<file path="config.mk">
export PLATFORM = sky130hd
export DESIGN_NAME = uart_tx
export DESIGN_NICKNAME = d
export VERILOG_FILES = /design/src/rtl/uart_pkg.sv /design/src/rtl/uart_bit_timer.sv /design/src/rtl/uart_tx.sv
export SDC_FILE = /design/constraint.sdc
export NUM_CORES = 1
export LEC_CHECK = 0
export BUFFER_PORTS_ARGS = -buffer_cell sky130_fd_sc_hd__buf_4
export CAP_MARGIN = 20
export CORE_ASPECT_RATIO = 1.75
export CORE_MARGIN = 10
export CORE_UTILIZATION = 30
export CTS_BUF_LIST = sky130_fd_sc_hd__clkbuf_4 sky130_fd_sc_hd__clkbuf_8
export CTS_CLUSTER_DIAMETER = 60
export DETAILED_ROUTE_END_ITERATION = 8
export GPL_TIMING_DRIVEN = 0
export SKIP_LAST_GASP = 1
export SLEW_MARGIN = 15
export SYNTH_ARGS = -nofsm -noshare
export SYNTH_HDL_FRONTEND = slang
export SYNTH_SLANG_ARGS = --single-unit
</file>
<file path="constraint.sdc">
create_clock -name clk -period 2.2 [get_ports clk]
set_clock_uncertainty 0.15 [all_clocks]
set_input_delay 0.22 -clock clk [delete_from_list [all_inputs] [get_ports clk]]
set_output_delay 0.22 -clock clk [all_outputs]
set_load 0.02 [all_outputs]
</file>
<file path="src/rtl/uart_pkg.sv">
// Shared UART definitions used by both the transmitter and the receiver:
// frame state encoding, data width, frame lengths and the parity helper.
package uart_pkg;

    localparam int unsigned DataWidth       = 8;
    // Bit periods per frame: start + 8 data + stop, plus one when parity is on.
    localparam int unsigned FrameBits       = 10;
    localparam int unsigned FrameBitsParity = 11;

    typedef enum logic [2:0] {
        StIdle,
        StStart,
        StData,
        StParity,
        StStop
    } uartStateT;

    // Even parity: the parity bit makes the total count of ones even.
    function automatic logic parityBit(input logic [DataWidth-1:0] value);
        return ^value;
    endfunction

endpackage

</file>
<file path="src/rtl/uart_bit_timer.sv">
// Bit-period down-counter. Counts Oversample-1 down to 0; zero flags the last
// clk cycle of the current bit period. The owner reloads it on every bit boundary.
module uart_bit_timer #(
    parameter int unsigned Oversample = 16
) (
    input  logic clk,
    input  logic reset,
    input  logic reload,
    output logic zero
);

    localparam int unsigned          CntW      = $clog2(Oversample);
    localparam logic [CntW-1:0]      ReloadVal = CntW'(Oversample - 1);

    logic [CntW-1:0] cntQ;

    // Reload on reset or on request, otherwise count down one per cycle.
    always_ff @(posedge clk) begin
        if (reset || reload) begin
            cntQ <= ReloadVal;
        end else begin
            cntQ <= cntQ - CntW'(1);
        end
    end

    assign zero = (cntQ == '0);

endmodule

</file>
<file path="src/rtl/uart_tx.sv">
// UART transmitter, 8N1 framing with Oversample clk cycles per bit.
// Optional feature: define UART_TX_PARITY_EN to insert an even-parity bit
// between the data bits and the stop bit (8E1).
module uart_tx
    import uart_pkg::*;
#(
    parameter int unsigned Oversample = 16
) (
    input  logic                 clk,
    input  logic                 reset,
    input  logic [DataWidth-1:0] data,
    input  logic                 valid,
    output logic                 ready,
    output logic                 out,
    output logic                 done
);

    localparam logic [2:0] LastBit = 3'(DataWidth - 1);

    uartStateT            stateQ, stateD;
    logic [DataWidth-1:0] shiftQ, shiftD;
    logic [2:0]           bitIdxQ, bitIdxD;
    logic                 outQ, outD;
    logic                 bitZero;
    logic                 timerReload;
    logic                 accept;
`ifdef UART_TX_PARITY_EN
    logic                 parityQ, parityD;
`endif

    // Held in reload while idle so START always begins with a full bit period.
    assign timerReload = (stateQ == StIdle) || bitZero;

    uart_bit_timer #(
        .Oversample (Oversample)
    ) u_bit_timer (
        .clk    (clk),
        .reset  (reset),
        .reload (timerReload),
        .zero   (bitZero)
    );

    // Handshake and end-of-frame pulse; ready in the last STOP cycle makes frames gapless.
    always_comb begin
        ready  = (stateQ == StIdle) || ((stateQ == StStop) && bitZero);
        done   = (stateQ == StStop) && bitZero;
        accept = valid && ready;
    end

    // Next-state, shift register and next serial bit.
    always_comb begin
        stateD  = stateQ;
        shiftD  = shiftQ;
        bitIdxD = bitIdxQ;
`ifdef UART_TX_PARITY_EN
        parityD = parityQ;
`endif

        unique case (stateQ)
            StIdle: begin
                if (accept) begin
                    stateD  = StStart;
                    shiftD  = data;
                    bitIdxD = '0;
`ifdef UART_TX_PARITY_EN
                    parityD = parityBit(data);
`endif
                end
            end
            StStart: begin
                if (bitZero) begin
                    stateD  = StData;
                    bitIdxD = '0;
                end
            end
            StData: begin
                if (bitZero) begin
                    shiftD  = shiftQ >> 1;
                    bitIdxD = bitIdxQ + 3'd1;
                    if (bitIdxQ == LastBit) begin
`ifdef UART_TX_PARITY_EN
                        stateD = StParity;
`else
                        stateD = StStop;
`endif
                    end
                end
            end
`ifdef UART_TX_PARITY_EN
            StParity: begin
                if (bitZero) begin
                    stateD = StStop;
                end
            end
`endif
            StStop: begin
                if (bitZero) begin
                    if (accept) begin
                        stateD  = StStart;
                        shiftD  = data;
                        bitIdxD = '0;
`ifdef UART_TX_PARITY_EN
                        parityD = parityBit(data);
`endif
                    end else begin
                        stateD = StIdle;
                    end
                end
            end
            default: begin
                stateD = StIdle;
            end
        endcase

        // The line register follows the next state so out lines up with stateQ.
        case (stateD)
            StStart:  outD = 1'b0;
            StData:   outD = shiftD[0];
`ifdef UART_TX_PARITY_EN
            StParity: outD = parityD;
`endif
            default:  outD = 1'b1;
        endcase
    end

    // State, shift register and line register; reset abandons any frame in flight.
    always_ff @(posedge clk) begin
        if (reset) begin
            stateQ  <= StIdle;
            shiftQ  <= '0;
            bitIdxQ <= '0;
            outQ    <= 1'b1;
`ifdef UART_TX_PARITY_EN
            parityQ <= 1'b0;
`endif
        end else begin
            stateQ  <= stateD;
            shiftQ  <= shiftD;
            bitIdxQ <= bitIdxD;
            outQ    <= outD;
`ifdef UART_TX_PARITY_EN
            parityQ <= parityD;
`endif
        end
    end

    assign out = outQ;

endmodule

</file>
==> results of run 1 <==
-- area by class of cell --
cell class | instances | area, µm² | area share
multi-input combinational | 76 | 556 | 0.461
tap | 43 | 53.8 | 0.0447
timing repair buffer | 13 | 101 | 0.0841
buffer | 7 | 53.8 | 0.0447
clock buffer | 4 | 48.8 | 0.0405
sequential | 19 | 380 | 0.316
inverter | 3 | 11.3 | 0.00935
-- registers in the layout, indices dropped and copies added, names as in the netlist --
signal            cells
stateQ                3
shiftQ                8
out                   1
u_bit_timer.cntQ      4
bitIdxQ               3
-- through the flow --
step	hold WS (ns)	power [µW]	setup WS, ns
final	0.0386	720	0.107
after global routing	0.0402	759	0.0114
after CTS	0.0382	724	0.0185
after detailed placement	0.238	468	0.0920
after global placement	0.229	465	0.0634
after floorplan	0.158	433	0.0615
-- cells in the mapped netlist --
cell type,count
dfxtp_1,19
nand2_1,11
a21oi_1,7
a22oi_1,6
nor2_1,6
nor3_1,6
o21ai_2,6
buf_6,3
ha_1,3
inv_1,3
nand3_1,3
a32o_1,2
clkbuf_1,2
mux2i_1,2
nand2b_1,2
nor4b_1,2
a2111oi_0,1
a211oi_4,1
a2bb2oi_1,1
a31oi_1,1
and2_1,1
and4b_1,1
buf_2,1
buf_4,1
nand3b_1,1
nor2b_1,1
nor3_4,1
nor3b_2,1
nor4_1,1
o211ai_1,1
o21ai_0,1
o31a_1,1
o32ai_1,1
or2b_1,1
or3_1,1
or3b_1,1
xnor2_1,1
xor2_1,1
-- final timing paths --
kind	to	depth (start not counted)	from
setup / recovery	bitIdxQ[2]	7	u_bit_timer.cntQ[0]
hold / removal	stateQ[1]	2	reset
setup reg to reg	bitIdxQ[2]	7	u_bit_timer.cntQ[0]
hold reg to reg	u_bit_timer.cntQ[0]	1	u_bit_timer.cntQ[0]
-- logic make-up after synthesis --
logic type / count (synthesis)
adder cells (fa/ha/maj): 3
AO/OA/AOI/OAI: 29
flip-flops: 19
XOR/XNOR: 2
AND/OR/NAND/NOR: 40
buffers and inverters: 10
multiplexers: 2
-- power breakdown --
part           internal (µW)  leakage [µW]  switching [µW]
clock network            141     0.0000262             117
logic                   46.2      0.000261            47.8
registers                360      0.000155            8.72
total                    547      0.000442             173
-- layer usage --
metal  global-route usage  part of all wire
met1               0.0752              0.40
met2                0.153              0.53
met3               0.0235             0.039
met4               0.0524             0.029
met5                    0                 0
==> results.md, run 1 <==
- Max stage delay on crit path: 0.59 ns
- TritonCTS clock tree: built
- CTS root buf: clkbuf_8
- Final GP Congestion: 0.752
- Slew @ Worst Pin: 0.712 ns
- Vias/cell: 5.11
- Bufs and invs on worst path: 2
- Core area: 3140 µm²
- GRT Util Overall: 0.0815
- Share of cells above drive strength 1: 0.279
- Syn nets: 119
- Maximum buffer depth of the clock tree: 2
- Fillers: 328
- Hold Vio Cnt, Final: 0
- Adder-cell share of the synthesized area: 0.0386
- Critical path class: reg -> reg
- Vias in the first global route: 930
- Reg-to-reg setup timing slack: 0.11 ns
- Status: completed
- Clock sinks: 19
- IO Pins: 14
- Fin nets: 137
- Non-Filler Instances: 165
- Register clock-pin slew on the reported worst setup and hold paths: 0.08 ns
- # diodes: 0
- Simple-gate share of the synthesized area: 0.233
- Congestion Overflow GR: 0
- Largest net degree at the start of global routing: 11
- Wire per inst: 13.6 µm
- Most common cell after layout, fill and taps aside: dfxtp_1
- Crit path DAT: 2.09 ns
- Final Util: 0.384
- Yosys top cell by area: dfxtp_1
- Antenna violations before repair: 0
- Synth Instances: 105
- Placement-stage cell area: 1120 µm²
- Fin crit share: 0.951
- Die width: 63.1 µm
- Top-area cell type share of the netlist area: 0.391
- Synth unique cells: 38
- Power Density: 597 nW/µm²
- Synth top area cells: dfxtp_1, o21ai_2, a22oi_1
- CP max-delay cell: nor4b_1
- Compound-Gate Fraction of Synth Area: 0.233
- Chip Height: 95.4 µm
- CTS Buf Count: 3
- # hold bufs at CTS: 0
- Unrepaired setup endpoints after global routing: no
- Commonest cells after routing, fill and taps aside: dfxtp_1, buf_4, nand2_1
- Vias post-DR: 843
- Die area: 6010 µm²
- Static Leak: 0.000442 µW
- Post-synthesis sequential area ratio: 0.391
- CP max FO: 9
- Drt first pass iters: 4
- Max Clk Rate: 478 MHz
- Final setup viols: 0
- Setup crit end kind: flop
- Post-CTS sizing: 0
- Worst hold-check path type: in -> reg
- Crit path time final: 2.09 ns
- Area growth, synth to finish: 23.8%
- Multiplexer share of the synthesized area: 0.0206
- Avg Synthesized Cell Area: 9.27 µm²
- CP cell instances: inv_2 > ha_4 > nor4b_1 > a31oi_1 > o31a_1 > buf_6 > a32o_1
- H-tree depth: 1
- Max_slew headroom: 0.518
- Warnings from Yosys: 0
- WP data required: 2.20 ns
- # DRC: 0
- Final Cell Area: 1200 µm²
- Synth Cell Area: 973 µm²
- Clock Latency Late Sink: 0.26 ns
- Max_cap viols: 0
- Setup TNS: 0 ns
- Initial Util: 0.310
- Placed cell count: 161
- Routed wire length: 2250 µm
- Startpoint types: flop
- Xor/xnor cell area share of the yosys netlist: 0.0180
- First-pass GRT wire length: 3980 µm
- Largest family of logic cells by synthesized area: compound AO/OA/AOI/OAI gates
- Row count: 27
- Crit-path leading delay family: simple AND/OR/NAND/NOR gates
- I/O Buffers: 13
- IR drop worst, VDD: 0.353 mV
- ANT nets after route: 0
- Initial DRC count: 21
- Setup Fix Bufs, Post-CTS: 0
- Fin. max-slew vios: 0
- Flops & latches, synth: 19
- HPWL after DPL: 1730 µm
(Power assumes the default switching activity.)
==> run 2, diff against run 1 <==
Settings changed: CORE_ASPECT_RATIO 1.75 to default, CORE_UTILIZATION 30 to 58, PLACE_DENSITY from default to 0.81.
==> results.md, run 2 (synthesis results as in run 1) <==
- Status: finished, violations left
- Failing checks: hold timing
- Max_cap viols: 0 (unchanged)
- Drt first pass iters: 5 (+1)
- Initial DRC count: 32 (+52%)
- Crit-path leading delay family: simple AND/OR/NAND/NOR gates
- Hold_ws: -0.0000378 ns (-0.0387 ns)
- Bufs and invs on worst path: 3 (+1)
- CP cell instances: inv_1 > ha_4 > or3b_1 > buf_6 > nor4b_2 > buf_4
- Die width: 61.0 µm (-3.3%)
- Most common cell after layout, fill and taps aside: dfxtp_1
- Startpoint types: flop
- WP data required: 1.83 ns (-0.37 ns)
- Non-Filler Instances: 139 (-16%)
- Crit path DAT: 1.79 ns (-0.30 ns)
- Fin crit share: 0.982 (+0.0303)
- Antenna violations before repair: 0 (unchanged)
- Max reg flops: 8 (unchanged)
- Vias in the first global route: 841 (-9.6%)
- Clock sinks: 19 (unchanged)
- Critical path class: reg -> out
- Initial Util: 0.631 (+0.322)
- Power Density: 547 nW/µm² (-8.4%)
- Max_slew headroom: 0.671 (+0.152)
- CTS Buf Count: 3 (unchanged)
- Slew @ Worst Pin: 0.482 ns (-0.231 ns)
- Crit path time final: 2.16 ns (+0.0666 ns)
- Area growth, synth to finish: 18.8%
- Largest net degree at the start of global routing: 12 (+1)
- Fin nets: 138 (+0.73%)
- I/O Buffers: 13 (unchanged)
- H-tree depth: 1 (unchanged)
- Hold Vio Cnt, Final: 1 (+1)
- Row count: 14 (-48%)
- Congestion Overflow GR: 0 (unchanged)
- First-pass GRT wire length: 3550 µm (-11%)
- Max Clk Rate: 463 MHz (-3.1%)
- # diodes: 0 (unchanged)
- ANT nets after route: 0 (unchanged)
- Register clock-pin slew on the reported worst setup and hold paths: 0.10 ns (+0.02 ns)
- Final setup viols: 0 (unchanged)
- Vias/cell: 6.17 (+21%)
- CP max-delay cell: or3b_1
- Wire per inst: 15.6 µm (+14%)
- Design Power: 633 µW (-12%)
- Core area: 1540 µm² (-51%)
- IO Pins: 14 (unchanged)
- # DRC: 0 (unchanged)
- Fin. max-slew vios: 0 (unchanged)
- Placed cell count: 134 (-17%)
- CTS root buf: clkbuf_4
- TritonCTS clock tree: built
- Setup crit end kind: output port
- Final GP Congestion: 0.815 (+8.4%)
- Commonest cells after routing, fill and taps aside: dfxtp_1, buf_4, nand2_1
- Chip Height: 61.0 µm (-36%)
- HPWL after DPL: 1590 µm (-8.1%)
- Vias post-DR: 857 (+1.7%)
- CP max FO: 7 (-2)
- Die area: 3720 µm² (-38%)
- Max stage delay on crit path: 0.35 ns (-0.24 ns)
- GRT Util Overall: 0.122 (+0.0408)
- Maximum buffer depth of the clock tree: 2 (unchanged)
- Worst hold-check path type: in -> reg
- Static Leak: 0.000437 µW (-1.2%)
- Biggest register: shiftQ
- IR drop worst, VDD: 0.436 mV (+24%)
- Clock Latency Late Sink: 0.29 ns (+0.03 ns)
- Routed wire length: 2160 µm (-3.8%)
- Regs by FF count: shiftQ: 8 flops, u_bit_timer.cntQ: 4 flops
- Share of cells above drive strength 1: 0.301 (+0.0221)
-- run 2: changes by cell type in the layout (fill, tap and decap cells not counted), sizes merged --
cell / previous run / this run
buf: 18 / 19
clkbuf: 6 / 5
clkinv: 0 / 1
-- run 2: worst paths after layout --
check             slack [ns]  cells after the start                  end                 from
setup / recovery        0.04                      6                 done  u_bit_timer.cntQ[0]
hold / removal      -0.00004                      2            stateQ[1]                reset
setup reg to reg        0.16                      9            shiftQ[6]  u_bit_timer.cntQ[0]
hold reg to reg         0.26                      1  u_bit_timer.cntQ[0]  u_bit_timer.cntQ[0]
-- run 2: what timing repair did --
item / in CTS / in global routing
resized for setup: 2 / 5
setup endpoints to repair: 2 / 10
setup buffers: 0 / 1
pin swaps: 0 / 2
hold buffers: 0 / 0
-- run 2: area by class of cell --
cell class / count / area, µm²
multi-input cells: 76 / 553
fillers: 115 / 385
flip-flops and latches: 19 / 382
repair buffers: 14 / 109
plain buffers: 7 / 53.8
clock buffers: 3 / 22.5
well taps: 16 / 20.0
inverters: 3 / 11.3
clock inverters: 1 / 5.00
-- run 2: report_power, final --
part / total, µW / internal, µW / switching (µW) / leakage, µW
registers: 368 / 360 / 8.63 / 0.000155
clock network: 170 / 67.7 / 103 / 0.0000177
logic: 94.3 / 46.2 / 48.1 / 0.000264
-- run 2: metal layers --
metal	up-vias	track usage	wire length, µm	part of all wire
met5	-	0	0	0
met4	0	0.0596	51	0.024
met3	6	0.0376	100	0.046
met2	18	0.197	1110	0.51
met1	412	0.144	899	0.42
li1	421	-	-	-
-- run 2: stage by stage --
step	worst slack [ns]	setup TNS (ns)	area, µm²	utilization
2_1_floorplan	0.0615	0	973	-
3_3_place_gp	0.147	0	1090	0.708
3_5_place_dp	0.117	0	1090	0.708
4_1_cts	0.00315	0	1130	0.731
5_1_grt	-0.0349	-0.0349	1160	0.750
6_report	0.0406	0	1160	0.750
==> run 3, diff against run 2 <==
Settings changed: RECOVER_POWER from default to 50.
==> results.md, run 3 (synthesis results as in run 1) <==
- Slew @ Worst Pin: 0.481 ns (-0.000865 ns)
- Power Density: 550 nW/µm² (+0.43%)
- WHS Path Cells: 2 (unchanged)
- Crit path time final: 2.16 ns (+0.00129 ns)
- Worst hold-check path type: in -> reg
- Final setup viols: 0 (unchanged)
- Initial Util: 0.631 (unchanged)
- Initial DRC count: 35 (+9.4%)
- Reg-to-Reg End: shiftQ[6]
- Commonest cells after routing, fill and taps aside: dfxtp_1, buf_4, nand2_1
- Biggest register: shiftQ
- Wire per inst: 15.5 µm (-0.18%)
- Hold Vio Cnt, Final: 1 (unchanged)
- # DRC: 0 (unchanged)
- Die width: 61.0 µm (unchanged)
- CTS Buf Count: 3 (unchanged)
- Regs by FF count: shiftQ: 8 flops, u_bit_timer.cntQ: 4 flops
- Max_cap viols: 0 (unchanged)
- ANT nets after route: 0 (unchanged)
- Row count: 14 (unchanged)
- Vias post-DR: 848 (-1.1%)
- Status: finished, violations left
- Max Clk Rate: 463 MHz (about the same)
- Max_slew headroom: 0.671 (about the same)
- First-pass GRT wire length: 3550 µm (unchanged)
- WP data required: 1.83 ns (about the same)
- CP max FO: 7 (unchanged)
- Chip Height: 61.0 µm (unchanged)
- Placed cell count: 134 (unchanged)
- Core area: 1540 µm² (unchanged)
- Fin nets: 138 (unchanged)
- Final GP Congestion: 0.815 (unchanged)
- Clock Latency Late Sink: 0.29 ns (about the same)
- Reg-to-reg setup timing slack: 0.16 ns (about the same)
- Max reg flops: 8 (unchanged)
- R2r worst-path depth: 9 (unchanged)
- H-tree depth: 1 (unchanged)
- IO Pins: 14 (unchanged)
- Hold_ws: -0.000819 ns (-0.000781 ns)
- CTS root buf: clkbuf_4
- IR drop worst, VDD: 0.436 mV (about the same)
- GRT Util Overall: 0.122 (unchanged)
- Non-Filler Instances: 139 (unchanged)
- Share of cells above drive strength 1: 0.285 (-0.0163)
- Fin crit share: 0.982 (about the same)
- Register clock-pin slew on the reported worst setup and hold paths: 0.10 ns (about the same)
- Final worst setup slack: 0.0393 ns (-0.00129 ns)
- Endpoint, Worst Hold: stateQ[1]
- Maximum buffer depth of the clock tree: 2 (unchanged)
- Critical path class: reg -> out
- Drt first pass iters: 5 (unchanged)
- Setup crit end kind: output port
- Static Leak: 0.000431 µW (-1.4%)
- TritonCTS clock tree: built
- Area growth, synth to finish: 18.0%
- Setup slack at placement: 0.117 ns (unchanged)
- Clock sinks: 19 (unchanged)
- Placement-stage cell area: 1090 µm² (unchanged)
- Reg-to-Reg Start: u_bit_timer.cntQ[0]
- Crit path DAT: 1.79 ns (about the same)
- HPWL after DPL: 1590 µm (unchanged)
- Setup TNS: 0 ns (unchanged)
- # diodes: 0 (unchanged)
- Vias in the first global route: 841 (unchanged)
- Routed wire length: 2160 µm (-0.18%)
- Final Cell Area: 1150 µm² (-0.65%)
- I/O Buffers: 13 (unchanged)
- Fin. max-slew vios: 0 (unchanged)
- Largest net degree at the start of global routing: 12 (unchanged)
- Congestion Overflow GR: 0 (unchanged)
- Antenna violations before repair: 0 (unchanged)
- Vias/cell: 6.10 (-1.1%)
- Hold path start: reset
- Die area: 3720 µm² (unchanged)
- # hold bufs at CTS: 0 (unchanged)
- Failing checks: hold timing
- Startpoint types: flop
- Most common cell after layout, fill and taps aside: dfxtp_1
## run 3: layer usage
layer  track usage  share of wire  vias up
met5             0              0        -
met4        0.0596          0.024        0
met1         0.144           0.42      400
met3        0.0376          0.049        6
met2         0.197           0.51       22
li1              -              -      420
## run 3: worst max path at each step
stage | startpoint | endpoint | slack, ns
final | u_bit_timer.cntQ[0] | done | 0.04
after global routing | u_bit_timer.cntQ[0] | done | -0.03
after CTS | u_bit_timer.cntQ[0] | ready | 0.003
after detailed placement | u_bit_timer.cntQ[0] | shiftQ[6] | 0.12
after global placement | u_bit_timer.cntQ[0] | bitIdxQ[2] | 0.15
after floorplan | u_bit_timer.cntQ[0] | done | 0.06
## run 3: cell type report
| cell class | instances | area [µm²] |
|---|---|---|
| Tap cell | 16 | 20.0 |
| Sequential cell | 19 | 382 |
| Fill cell | 116 | 393 |
| Clock inverter | 1 | 5.00 |
| Multi-Input combinational cell | 76 | 553 |
| Buffer | 7 | 53.8 |
| Inverter | 3 | 11.3 |
| Timing Repair Buffer | 14 | 101 |
| Clock buffer | 3 | 22.5 |
## run 3: per-stage QoR
step | power (µW) | utilization | hold WS (ns)
2_1_floorplan | 433 | - | 0.158
3_3_place_gp | 463 | 0.708 | 0.229
3_5_place_dp | 467 | 0.708 | 0.245
4_1_cts | 634 | 0.731 | 0.00464
5_1_grt | 659 | 0.745 | 0.00763
6_report | 631 | 0.745 | -0.000819
## run 3: what timing repair did
item                       4_1_cts  5_1_grt
setup endpoints to repair        2       10
setup buffers                    0        1
gates resized for setup          2        5
pin swaps                        0        2
## run 3: critical path, cell delays in order, from the launching register on
cell	delay [ns]
dfxtp_2	0.34
inv_1	0.08
ha_4	0.15
or3b_1	0.35
buf_6	0.15
nor4b_2	0.24
buf_4	0.19
## run 3: report_power, final
part / internal, µW / leakage [µW] / switching (µW)
registers: 360 / 0.000155 / 8.53
clock network: 67.7 / 0.0000177 / 103
logic: 44.9 / 0.000258 / 47.8
total: 472 / 0.000431 / 159
